## src/rtl/apb_resp_pkg.sv

```systemverilog
// Shared types and constants for the APB responder register file.
package apb_resp_pkg;

  typedef enum logic [1:0] {
    StIdle = 2'd0,
    StWait = 2'd1,
    StAck  = 2'd2,
    StDone = 2'd3
  } state_e;

  localparam logic [1:0]  LANE_LO       = 2'b01;
  localparam logic [1:0]  LANE_HI       = 2'b10;
  localparam logic [31:0] ERR_RDATA     = 32'hDEAD_BEEF;
  localparam int unsigned WAIT_CNT_BITS = 4;

endpackage

```

## src/rtl/apb_resp_regbank.sv

```systemverilog
// Word-addressed 32-bit register bank with per-halfword write enables and a registered read port.
module apb_resp_regbank
  import apb_resp_pkg::*;
#(
  parameter int unsigned ADDR_BITS = 4
) (
  input  logic                 clk,
  input  logic                 rst,
  input  logic [1:0]           we,
  input  logic [ADDR_BITS-1:0] waddr,
  input  logic [31:0]          wdata,
  input  logic                 re,
  input  logic                 rclr,
  input  logic [ADDR_BITS-1:0] raddr,
  output logic [31:0]          rdata
);

  localparam int unsigned Depth = 1 << ADDR_BITS;

  logic [31:0] mem_q [Depth];
  logic [31:0] rdata_q;

  always_ff @(posedge clk) begin
    if (rst) begin
      for (int unsigned i = 0; i < Depth; i++) begin
        mem_q[i] <= '0;
      end
    end else begin
      if ((we & LANE_LO) != 2'b00) mem_q[waddr][15:0]  <= wdata[15:0];
      if ((we & LANE_HI) != 2'b00) mem_q[waddr][31:16] <= wdata[31:16];
    end
  end

  // rclr zeroes the read register so completions that return no data show 0.
  always_ff @(posedge clk) begin
    if (rst) begin
      rdata_q <= '0;
    end else if (re) begin
      rdata_q <= mem_q[raddr];
    end else if (rclr) begin
      rdata_q <= '0;
    end
  end

  assign rdata = rdata_q;

endmodule

```

## src/rtl/apb_resp_regfile.sv

```systemverilog
// Bridge-request responder executing beats against a local register bank.
// Optional error responses for out-of-range addresses: define APB_RESP_ERR_EN.
module apb_resp_regfile
  import apb_resp_pkg::*;
#(
  parameter logic [6:0]  SLAVE_ID    = 7'd1,
  parameter int unsigned ADDR_BITS   = 4,
  parameter int unsigned WAIT_CYCLES = 1
) (
  input  logic        clk,
  input  logic        rst,
  input  logic        i_valid,
  input  logic        i_write,
  input  logic [31:0] i_addr,
  input  logic [31:0] i_wdata,
  input  logic [1:0]  i_strobe,
  input  logic [6:0]  i_slave_sel,
  output logic        o_ready,
  output logic [31:0] o_rdata,
  output logic        o_err
);

  localparam logic [WAIT_CNT_BITS-1:0] CntLast =
    (WAIT_CYCLES == 0) ? '0 : WAIT_CNT_BITS'(WAIT_CYCLES - 1);

  state_e                   state_q, state_d;
  logic [WAIT_CNT_BITS-1:0] cnt_q, cnt_d;
  logic                     ready_q;
  logic                     wr_q;
  logic [31:0]              addr_q, wdata_q;
  logic [1:0]               strb_q;

  logic                     accept, enter_ack, in_range;
  logic                     req_write;
  logic [31:0]              req_addr, req_wdata;
  logic [1:0]               req_strb;
  logic [1:0]               bank_we;
  logic                     bank_re, bank_rclr;
  logic [31:0]              bank_rdata;

  assign accept = (state_q == StIdle) && i_valid && (i_slave_sel == SLAVE_ID);

  // With zero wait states the beat completes straight from IDLE, before the latch is loaded.
  always_comb begin
    req_write = wr_q;
    req_addr  = addr_q;
    req_wdata = wdata_q;
    req_strb  = strb_q;
    if (state_q == StIdle) begin
      req_write = i_write;
      req_addr  = i_addr;
      req_wdata = i_wdata;
      req_strb  = i_strobe;
    end
  end

  assign in_range = (req_addr >> ADDR_BITS) == 32'd0;

  always_comb begin
    state_d   = state_q;
    cnt_d     = cnt_q;
    enter_ack = 1'b0;
    unique case (state_q)
      StIdle: begin
        if (accept) begin
          cnt_d = '0;
          if (WAIT_CYCLES == 0) begin
            state_d   = StAck;
            enter_ack = 1'b1;
          end else begin
            state_d = StWait;
          end
        end
      end
      StWait: begin
        if (cnt_q == CntLast) begin
          state_d   = StAck;
          enter_ack = 1'b1;
        end else begin
          cnt_d = cnt_q + 1'b1;
        end
      end
      StAck:   state_d = StDone;
      StDone:  state_d = StIdle;
      default: state_d = StIdle;
    endcase
  end

  always_ff @(posedge clk) begin
    if (rst) begin
      state_q <= StIdle;
      cnt_q   <= '0;
      ready_q <= 1'b0;
    end else begin
      state_q <= state_d;
      cnt_q   <= cnt_d;
      ready_q <= enter_ack;
    end
  end

  always_ff @(posedge clk) begin
    if (rst) begin
      wr_q    <= 1'b0;
      addr_q  <= '0;
      wdata_q <= '0;
      strb_q  <= '0;
    end else if (accept) begin
      wr_q    <= i_write;
      addr_q  <= i_addr;
      wdata_q <= i_wdata;
      strb_q  <= i_strobe;
    end
  end

  assign bank_we   = (enter_ack && req_write && in_range) ? req_strb : 2'b00;
  assign bank_re   = enter_ack && !req_write && in_range;
  assign bank_rclr = enter_ack && !bank_re;

  apb_resp_regbank #(
    .ADDR_BITS(ADDR_BITS)
  ) u_regbank (
    .clk  (clk),
    .rst  (rst),
    .we   (bank_we),
    .waddr(req_addr[ADDR_BITS-1:0]),
    .wdata(req_wdata),
    .re   (bank_re),
    .rclr (bank_rclr),
    .raddr(req_addr[ADDR_BITS-1:0]),
    .rdata(bank_rdata)
  );

  assign o_ready = ready_q;

`ifdef APB_RESP_ERR_EN
  logic err_q;
  logic oor_rd_q;

  // oor_rd_q is sticky so the error pattern holds like any other read data.
  always_ff @(posedge clk) begin
    if (rst) begin
      err_q    <= 1'b0;
      oor_rd_q <= 1'b0;
    end else begin
      err_q <= enter_ack && !in_range;
      if (enter_ack) oor_rd_q <= !req_write && !in_range;
    end
  end

  assign o_err   = err_q;
  assign o_rdata = oor_rd_q ? ERR_RDATA : bank_rdata;
`else
  assign o_err   = 1'b0;
  assign o_rdata = bank_rdata;
`endif

endmodule
```

## config.mk

```make
export PLATFORM = sky130hd
export DESIGN_NAME = apb_resp_regfile
export DESIGN_NICKNAME = d
export VERILOG_FILES = /design/src/rtl/apb_resp_pkg.sv /design/src/rtl/apb_resp_regbank.sv /design/src/rtl/apb_resp_regfile.sv
export SDC_FILE = /design/constraint.sdc
export NUM_CORES = 1
export LEC_CHECK = 0
export BUFFER_PORTS_ARGS = -buffer_cell sky130_fd_sc_hd__clkbuf_2
export CAP_MARGIN = 10
export CELL_PAD_IN_SITES_DETAIL_PLACEMENT = 1
export CELL_PAD_IN_SITES_GLOBAL_PLACEMENT = 1
export CORE_MARGIN = 1
export CORE_UTILIZATION = 40
export CTS_CLUSTER_DIAMETER = 150
export DETAILED_ROUTE_END_ITERATION = 8
export PLACE_DENSITY_LB_ADDON = 0.1
export SLEW_MARGIN = 20
export SYNTH_ARGS = -nofsm -noshare
export SYNTH_HDL_FRONTEND = slang
export SYNTH_SLANG_ARGS = --single-unit
```

## constraint.sdc

```tcl
create_clock -name clk -period 7 [get_ports clk]
set_input_delay 0.35 -clock clk [delete_from_list [all_inputs] [get_ports clk]]
set_output_delay 0.35 -clock clk [all_outputs]
set_load 0.01 [all_outputs]
```

# --- Yosys cells after proc, flatten, opt, wreduce, memory -nomap -nowiden ---
# Memories as Yosys holds them, arrays and structs flattened.
# Cells that the tools add are included.
word_totals:
  ff_bits: 106
  ramBits: 512
  output_inout_bits: 34
  memories: 1
memory_table:
  columns: ["name", "words", "word_bits", "rd", "rd_clocked_by_memory_dff", "wr", "line_no", "rtl"]
  rows:
  - ["u_regbank.mem_q", 16, 32, 1, 0, 16, "apb_resp_regbank.sv:20", "logic [31:0] mem_q [Depth];"]
classes:
  addsub: 1
  eq_ne: 7
  muxes: 26
  reduce_logical: 17
op_table:
  columns: ["cell", "n"]
  rows:
  - ["$mux 32", 5]
  - ["$logic_not 32->1", 1]
  - ["$reduce_or 32->1", 1]
  - ["$mux 4", 3]
  - ["$mux 1", 11]
  - ["$mux 2", 5]
  - ["$pmux 2 s4", 1]
  - ["$pmux 4 s2", 1]
  - ["$eq 7x1->1 const B", 1]
  - ["$logic_and 1x1->1", 7]
  - ["$ne 2x2->1 const B", 3]
  - ["$add 4x1->4 const B", 1]
  - ["$eq 2x2->1 const B", 2]
  - ["$logic_not 4->1", 1]
  - ["$reduce_bool 2->1", 2]
  - ["$reduce_and 3->1", 1]
  - ["$eq 2x1->1 const B", 1]
  - ["$logic_not 1->1", 2]
  - ["$logic_not 2->1", 1]
  - ["$reduce_and 2->1", 1]

# --- Logic depth before layout (Yosys ltp) ---
# Gate-level depths: netlist of run 1.
logic_depth:
  depth_word: 11
  depth_mapped: 12
  depth_no_buf: 8

# --- Cells and area by module ---
# From an unflattened synthesis of run 1, not the netlist that was laid out.
unflattened:
  cells_unflattened: 2040
  area_unflattened_um2: 27706.6
modules_own_cells:
  columns: ["mod", "instances", "cells_each", "area_per_inst_um2"]
  rows:
  - ["apb_resp_regbank", 1, 1623, 24325.8]
  - ["apb_resp_regfile", 1, 417, 3380.7]

# --- Worst setup path after synthesis of run 1 ---
# OpenSTA, ideal clock, no wires.
synth_timing:
  path_kind: "register to register"
  start: "reg state_q[0]"
  end: "mem u_regbank.mem_q[1][0], enable pin"
  t_arrival_ns: 3.255
  required_time_ns: 6.608
  slack_ns: 3.352
  path_stages_with_launch: 11
  cell_sequence: "dfxtp_1 inv_1 ha_1 mux2_2 clkbuf_1 buf_2 buf_2 clkbuf_1 clkbuf_1 nand2_1 o21bai_1"
synth_lines:
  columns: ["item", "line_no", "rtl"]
  rows:
  - ["start, declared", "apb_resp_regfile.sv:26", "state_e state_q, state_d;"]
  - ["start signal, assigned", "apb_resp_regfile.sv:91", "state_q <= StIdle;"]
  - ["start signal, assigned", "apb_resp_regfile.sv:95", "state_q <= state_d;"]
  - ["end, declared", "apb_resp_regbank.sv:20", null]

==> metrics, run 1 <==
run status=complete, no violations; setup_tns=0 ns; Worst Setup Path Type=reg -> reg; Tcrit/Tclk final=a little under three quarters; CTS tree=done; Static Leak=about 11 nW; met2 GRT Util=about 34%; Fin. Hold Viols=0; pwr/cell area=between 300 and 400 mW/mm2; # DRC=0; cell taking the most area after synthesis=edfxtp_1; post-CTS setup buffer count=0; Die Y=about 260 um; Yosys cell types=44; post-synthesis sequential area ratio=between 60% and 70%; Area Growth Syn to Fin=16.3%; die area=around 0.069 mm2; CTS Buf Count=69; Tmin final=roughly 5.0 ns; asr flop ratio synth=0%; Startpoint Class=register; total grt overflow=0; max-cap violations=0; clk sinks=a little over 600; Synth Instances=2437; htree depth=3; yosys warns=0; Clk Latency, worst-skew pair=0.61 ns; Setup Skew=roughly 0.017 ns; Synth Flop Type=edfxtp_1; mapped cell area=0.0270 mm2; worst-margin pin slew=~1.1 ns; Max-Slew Margin vs Limit=23.6%; core area=between 0.06 and 0.07 mm2; placed inst area=0.0285 mm2; GPL Wtd Cong=just under 0.8; Fin Hold WS=about 0.027 ns; Syn Nets=about 2500; Yosys reg bits=slightly above 600; final WL=approximately 83000 um; DIE WIDTH=between 200 and 300 um; Row Count=94; Iteration-0 DRC Markers=1697; Max VDD drop=245 uV; crit end category=register; RSZ-0062 raised after global routing=false; top post-synthesis cells by area=edfxtp_1 (57%), dfxtp_1 (7.9%), nand2_1 (6.1%); final net count=between 2000 and 3000; Routed WL per cell=approximately 24 um; final setup fails=0; Initial Util=roughly 40%; fraction of layout cells with a size suffix above 1=about 14%; Peak Freq=between 150 and 200 MHz; DR pass1 iterations=5; fin. max-slew vios=0; HP Class=in -> reg; Avg Vias per Cell=around 5.6; first-pass GRT wire length=about 120000 um; WP data required=7.23 ns; post-detail-place hpwl=between 50000 and 60000 um; Data arrival, critical path=5.26 ns; GRT Util Overall=around 24%; pin count of the biggest net entering global routing=90; Avg Cell Area, Syn=~11 um2; met3 GRT Util=around 5.4%; fin area=0.0314 mm2; PostCTS Resize Cnt=0; hold_buf cts=between 60 and 70; initial antenna violation count=6; vias in the first global route=between 15000 and 20000; Most Crowded Layer GR=met1; Root Driver=clkbuf_16; post-synth top area share=between 50 and 60%; layout filler cell count=7115; Via Count=a little under 20000; clk slew on worst S/H paths=about 0.06 ns; IO Pins=roughly 110; number of buffers added on ports=between 100 and 150; Post-synth EDFFs=a little over 500; Max Buffers Root-to-Sink=3; Final ANT Viol Nets=0; worst-path fanout max=38; GR Layer Usage met1=about 39%
## Yosys cell counts (all sizes together), types with 2 or more instances
cell and number:
o21ai 32, nor4 7, mux2i 40, a21oi 135, nand4 5, nor2 429
o21bai 20, nor2b 2, nand2 439, buf 35, clkbuf 180, mux2 5
nand2b 18, dfxtp 106, a211oi 3, edfxtp 512, o22ai 31, nor3b 2
mux4 64, or4 3, a2111o 2, inv 5, nor3 104, a22oi 2
a21o 2, nor4b 3, ha 5, nand3 137, or3 95, a221oi 2
xor2 2
## routing by layer
layer,up-vias,part of all wire (%)
li1,8821,-
met1,9920,49
met2,643,42
met3,82,8.3
met4,0,1.4
met5,-,0
## path summary, 6_finish.rpt
| kind | from | end | slack [ns] | cells after the start |
|---|---|---|---|---|
| worst max-delay path | state_q[0] | u_regbank.mem_q[4][27] | 1.97 | 8 |
| worst min-delay path | i_wdata[22] | wdata_q[22] | 0.03 | 3 |
| worst max register to register | state_q[0] | u_regbank.mem_q[4][27] | 1.97 | 8 |
| worst min register to register | u_regbank.rdata[24] | u_regbank.rdata[24] | 0.45 | 2 |
## registers in the layout, indices dropped and copies added (netlist names)
signal / flops
u_regbank.rdata: 32
u_regbank.mem_q: 512
addr_q: 32
state_q: 2
cnt_q: 4
wdata_q: 32
strb_q: 2
o_ready: 1
wr_q: 1
## cell families (layout without fill, tap and decap cells)
kind of cell | Yosys count | count (layout) | share of synthesized area (%)
other | 1 | 2 | 0.0139
and+or+nand+nor | 1250 | 1250 | 19.9
AOI/OAI and AO/OA | 231 | 231 | 4.80
muxes | 109 | 109 | 7.03
buffers and inverters | 220 | 372 | 3.15
adders and majority gates | 5 | 5 | 0.232
xor gates and xnor gates | 3 | 3 | 0.0973
DFF | 618 | 618 | 64.8
## per-stage QoR
step | util [%] | total power, mW | worst slack [ns] | std cells
after detailed placement | 43.0 | 6.32 | 2.06 | 3269
after CTS | 47.3 | 10.0 | 2.02 | 3453
after global placement | 43.0 | 6.28 | 2.13 | 3268
final | 47.3 | 9.97 | 1.97 | 3454
after global routing | 47.3 | 10.3 | 1.56 | 3453
after floorplan | - | 5.45 | 3.35 | 2437
## critical path, cell delays in order, from the launching register on
cell,delay (ns)
dfxtp_1,0.31
inv_1,0.15
ha_4,0.62
nor4b_1,0.36
nand3_1,0.11
or4_1,0.55
a211oi_2,0.89
nand3_1,0.77
nand2b_1,0.86
## report_power, final
group	leakage (nW)	total (mW)	switching (mW)	internal (mW)
combinational	3.87	2.19	1.52	0.671
clock	1.10	3.67	1.49	2.18
sequential	6.14	4.11	0.0374	4.07
## final cells by class
| class | count | area [um2] | share of cell area (%) |
|---|---|---|---|
| flip-flops and latches | 618 | 17500 | 55.7 |
| multi-input cells | 1599 | 8800 | 28.0 |
| clock buffers | 99 | 2010 | 6.41 |
| repair buffers | 245 | 1740 | 5.55 |
| well taps | 864 | 1080 | 3.44 |
| clock inverters | 23 | 245 | 0.781 |
| inverters | 5 | 18.8 | 0.0598 |
| diodes | 1 | 2.50 | 0.00797 |
## layout by cell type (no fill, tap or decap), types with 3 or more instances in the layout
cell type	count
a21oi_1	134
buf_4	74
bufinv_16	5
clkbuf_1	16
clkbuf_16	73
clkbuf_2	108
clkbuf_8	8
clkinv_1	5
clkinv_2	9
clkinvlp_4	3
dfxtp_1	106
dlygate4sd3_1	62
edfxtp_1	512
ha_1	4
inv_1	5
mux2_2	3
mux2i_1	33
mux2i_2	5
mux4_2	64
nand2_1	439
nand2b_1	18
nand3_1	137
nand4_1	5
nor2_1	428
nor3_1	104
nor4_1	7
nor4b_1	3
o21ai_0	32
o21bai_1	14
o21bai_2	6
o22ai_1	31
or3_1	95
or4_1	3
No activity file was read; power rests on OpenSTA's default activity.
==> inputs of run 2 (changes only) <==
--- a/config.mk
+++ b/config.mk
@@ -5,6 +5,7 @@
 export SDC_FILE = /design/constraint.sdc
 export NUM_CORES = 1
 export LEC_CHECK = 0
+export ABC_AREA = 1
 export BUFFER_PORTS_ARGS = -buffer_cell sky130_fd_sc_hd__clkbuf_2
 export CAP_MARGIN = 10
 export CELL_PAD_IN_SITES_DETAIL_PLACEMENT = 1
==> constraint.sdc (replaced) <==
create_clock -name clk -period 5 [get_ports clk]
set_input_delay 0.25 -clock clk [delete_from_list [all_inputs] [get_ports clk]]
set_output_delay 0.25 -clock clk [all_outputs]
set_load 0.01 [all_outputs]
==> run 2 against run 1 <==
First-iteration DRC count rose by 6.0%. Worst setup slack got worse by 0.92 ns. Sequential cell count did not move. Highest routed layer unchanged. Combinational power rose to 3.2 times the previous value. Largest power group is now combinational logic. Non-clock buffer count rose by 26. Cell area rose by 17%. Synthesized cell count rose by 53%. Worst hold slack improved by 0.25 ns. Utilization fell by 0.97 points. Maximum frequency rose by 27%.
==> metrics, run 2 <==
Via Count=~25000; Iteration-0 DRC Markers=approximately 1800; Syn Nets=around 3800; placed inst area=approximately 0.034 mm2; CTS tree=done; Die Y=around 280 um; non-filler cells, final=roughly 4900; htree depth=3; FF-to-FF path depth=11; crit end category=register; max-cap violations=0; # DRC=0; core area=roughly 0.079 mm2; Setup WS pre-CTS=roughly 1.1 ns; initial antenna violation count=0; commonest non-fill, non-tap cell in the layout=nand2_1; worst-path fanout max=36; WP data required=between 5 and 6 ns; Max VDD drop=between 400 and 500 uV; number of buffers added on ports=about 110; Diodes inserted=0; Yosys cell types=35; Avg Vias per Cell=5.18; post-route core utilization=between 40% and 50%; pwr/cell area=between 400 and 500 mW/mm2; Final ANT Viol Nets=0; Static Leak=between 15 and 20 nW; RSZ-0062 raised after global routing=false; Avg Cell Area, Syn=8.54 um2; fraction of layout cells with a size suffix above 1=~14%; total power=18.3 mW; Fin Hold WS=around 0.28 ns; setup_tns=0 ns; Row Count=103; Area Growth Syn to Fin=14.7%; post-detail-place hpwl=64200 um; Peak Freq=approximately 250 MHz; IO Pins=between 100 and 150; Fin. Hold Viols=0; fin. max-slew vios=0; post-synthesis sequential area ratio=between 50 and 60%; final WL=approximately 100000 um; clk sinks=618; Setup Skew=around 0.017 ns; Root Driver=clkbuf_16; clk slew on worst S/H paths=around 0.060 ns; layout filler cell count=about 9200; fin area=between 0.03 and 0.04 mm2; post-synth top area share=48.2%; Setup WS post-layout=1.05 ns; asr flop ratio synth=0%; pin count of the biggest net entering global routing=about 150; Startpoint Class=register; GPL Wtd Cong=around 0.8; Post-synth top cells=nand2_1 (1348), edfxtp_1 (512), inv_1 (465), nor3_1 (345), nor2_1 (180); Initial Util=approximately two fifths; Clk Latency, worst-skew pair=0.62 ns; Tcrit/Tclk final=between 70 and 80%; placed cell count=~4700; most flop-heavy register=u_regbank.mem_q; max reg flops=about 510; vias in the first global route=25900; Max-Slew Margin vs Limit=a little under a quarter; worst-margin pin slew=around 1.1 ns; DIE WIDTH=roughly 280 um; mapped cell area=0.0319 mm2; Synth Flop Type=edfxtp_1; Synth Instances=around 3700; Tmin final=3.95 ns; top post-synthesis cells by area=edfxtp_1 (48%), nand2_1 (16%), dfxtp_1 (6.6%); CTS Buf Count=74; run status=complete, no violations; commonest non-fill, non-tap cells in the layout=nand2_1 (1347), edfxtp_1 (512), inv_1 (462), nor3_1 (345), nor2_1 (180); Max Buffers Root-to-Sink=3; die area=between 0.08 and 0.09 mm2; final net count=3885; DR pass1 iterations=5; HP Class=in -> reg; Post-synth EDFFs=a little over 500; total grt overflow=0; Data arrival, critical path=between 4 and 5 ns; Yosys reg bits=618; post-CTS setup buffer count=0; top-count cell post-synth=nand2_1; cell taking the most area after synthesis=edfxtp_1; GRT Util Overall=approximately 25%; first-pass GRT wire length=between 150000 and 200000 um; final setup fails=0; worst hold stages=3; Worst Setup Path Type=reg -> reg; Routed WL per cell=between 20 and 25 um; yosys warns=0
run 2: changes by cell type in the layout (fill, tap and decap cells not counted), moves of 31 or more:
cell and change:
a21oi_1 -83, inv_1 +457, mux2i_1 -32, mux4_2 -64, nand2_1 +908, nand3_1 -115
nand3b_1 +32, nor2_1 -248, nor3_1 +241, nor3_2 +173, o21ai_0 +74, o21ai_1 +31
o22ai_1 -31, or3_1 -95
run 2: area by class of cell:
cell class / instances / area (um2) / area share [%]
inverter: 469 / 1770 / 4.83
tap: 1050 / 1310 / 3.59
sequential: 618 / 17500 / 47.8
timing repair buffer: 271 / 2050 / 5.59
clock inverter: 41 / 384 / 1.05
multi-input combinational: 2369 / 11600 / 31.7
clock buffer: 97 / 2010 / 5.49
run 2: path summary, 6_finish.rpt:
check                                        start  slack [ns]               endpoint
worst min-delay path                           rst        0.28                o_ready
worst min register to register  u_regbank.rdata[0]        0.46     u_regbank.rdata[0]
worst max-delay path                    state_q[0]        1.05  u_regbank.mem_q[0][3]
worst max register to register          state_q[0]        1.05  u_regbank.mem_q[0][3]
run 2: where the power goes:
part | internal [mW] | switching, mW
Sequential | 5.71 | 0.0555
Combinational | 1.69 | 5.40
Clock | 3.15 | 2.24
Total | 10.6 | 7.70
run 2: what timing repair did:
| action | CTS | global route |
|---|---|---|
| hold buffers | 67 | 0 |
| endpoints found under the hold margin | 67 | 0 |
| resized for setup | 0 | 0 |
run 2: cells by family after synthesis:
| group | after synthesis | synth area share (%) |
|---|---|---|
| AND/OR/NAND/NOR | 2135 | 30.9 |
| buffers and inverters | 750 | 9.95 |
| flip-flops | 618 | 54.8 |
| AO/OA/AOI/OAI | 194 | 3.08 |
| multiplexers | 32 | 1.00 |
| adder cells (fa/ha/maj) | 5 | 0.196 |
| XOR/XNOR | 2 | 0.0549 |
| other | 1 | 0.0117 |
run 2: routing by layer:
layer,GRT usage [%],routed length [um]
met1,36.9,48900
met2,39.9,46900
met3,2.94,4840
met4,6.67,1990
met5,0,0
run 2: worst max-delay path, stage by stage (launching register included):
cell,delay [ns]
dfxtp_1,0.32
inv_1,0.14
ha_4,0.40
inv_4,0.13
buf_4,0.21
or2_1,0.22
o21ai_2,0.17
inv_4,0.12
nor2_8,0.55
nand2_4,0.47
o21ai_1,0.57
buf_4,0.30
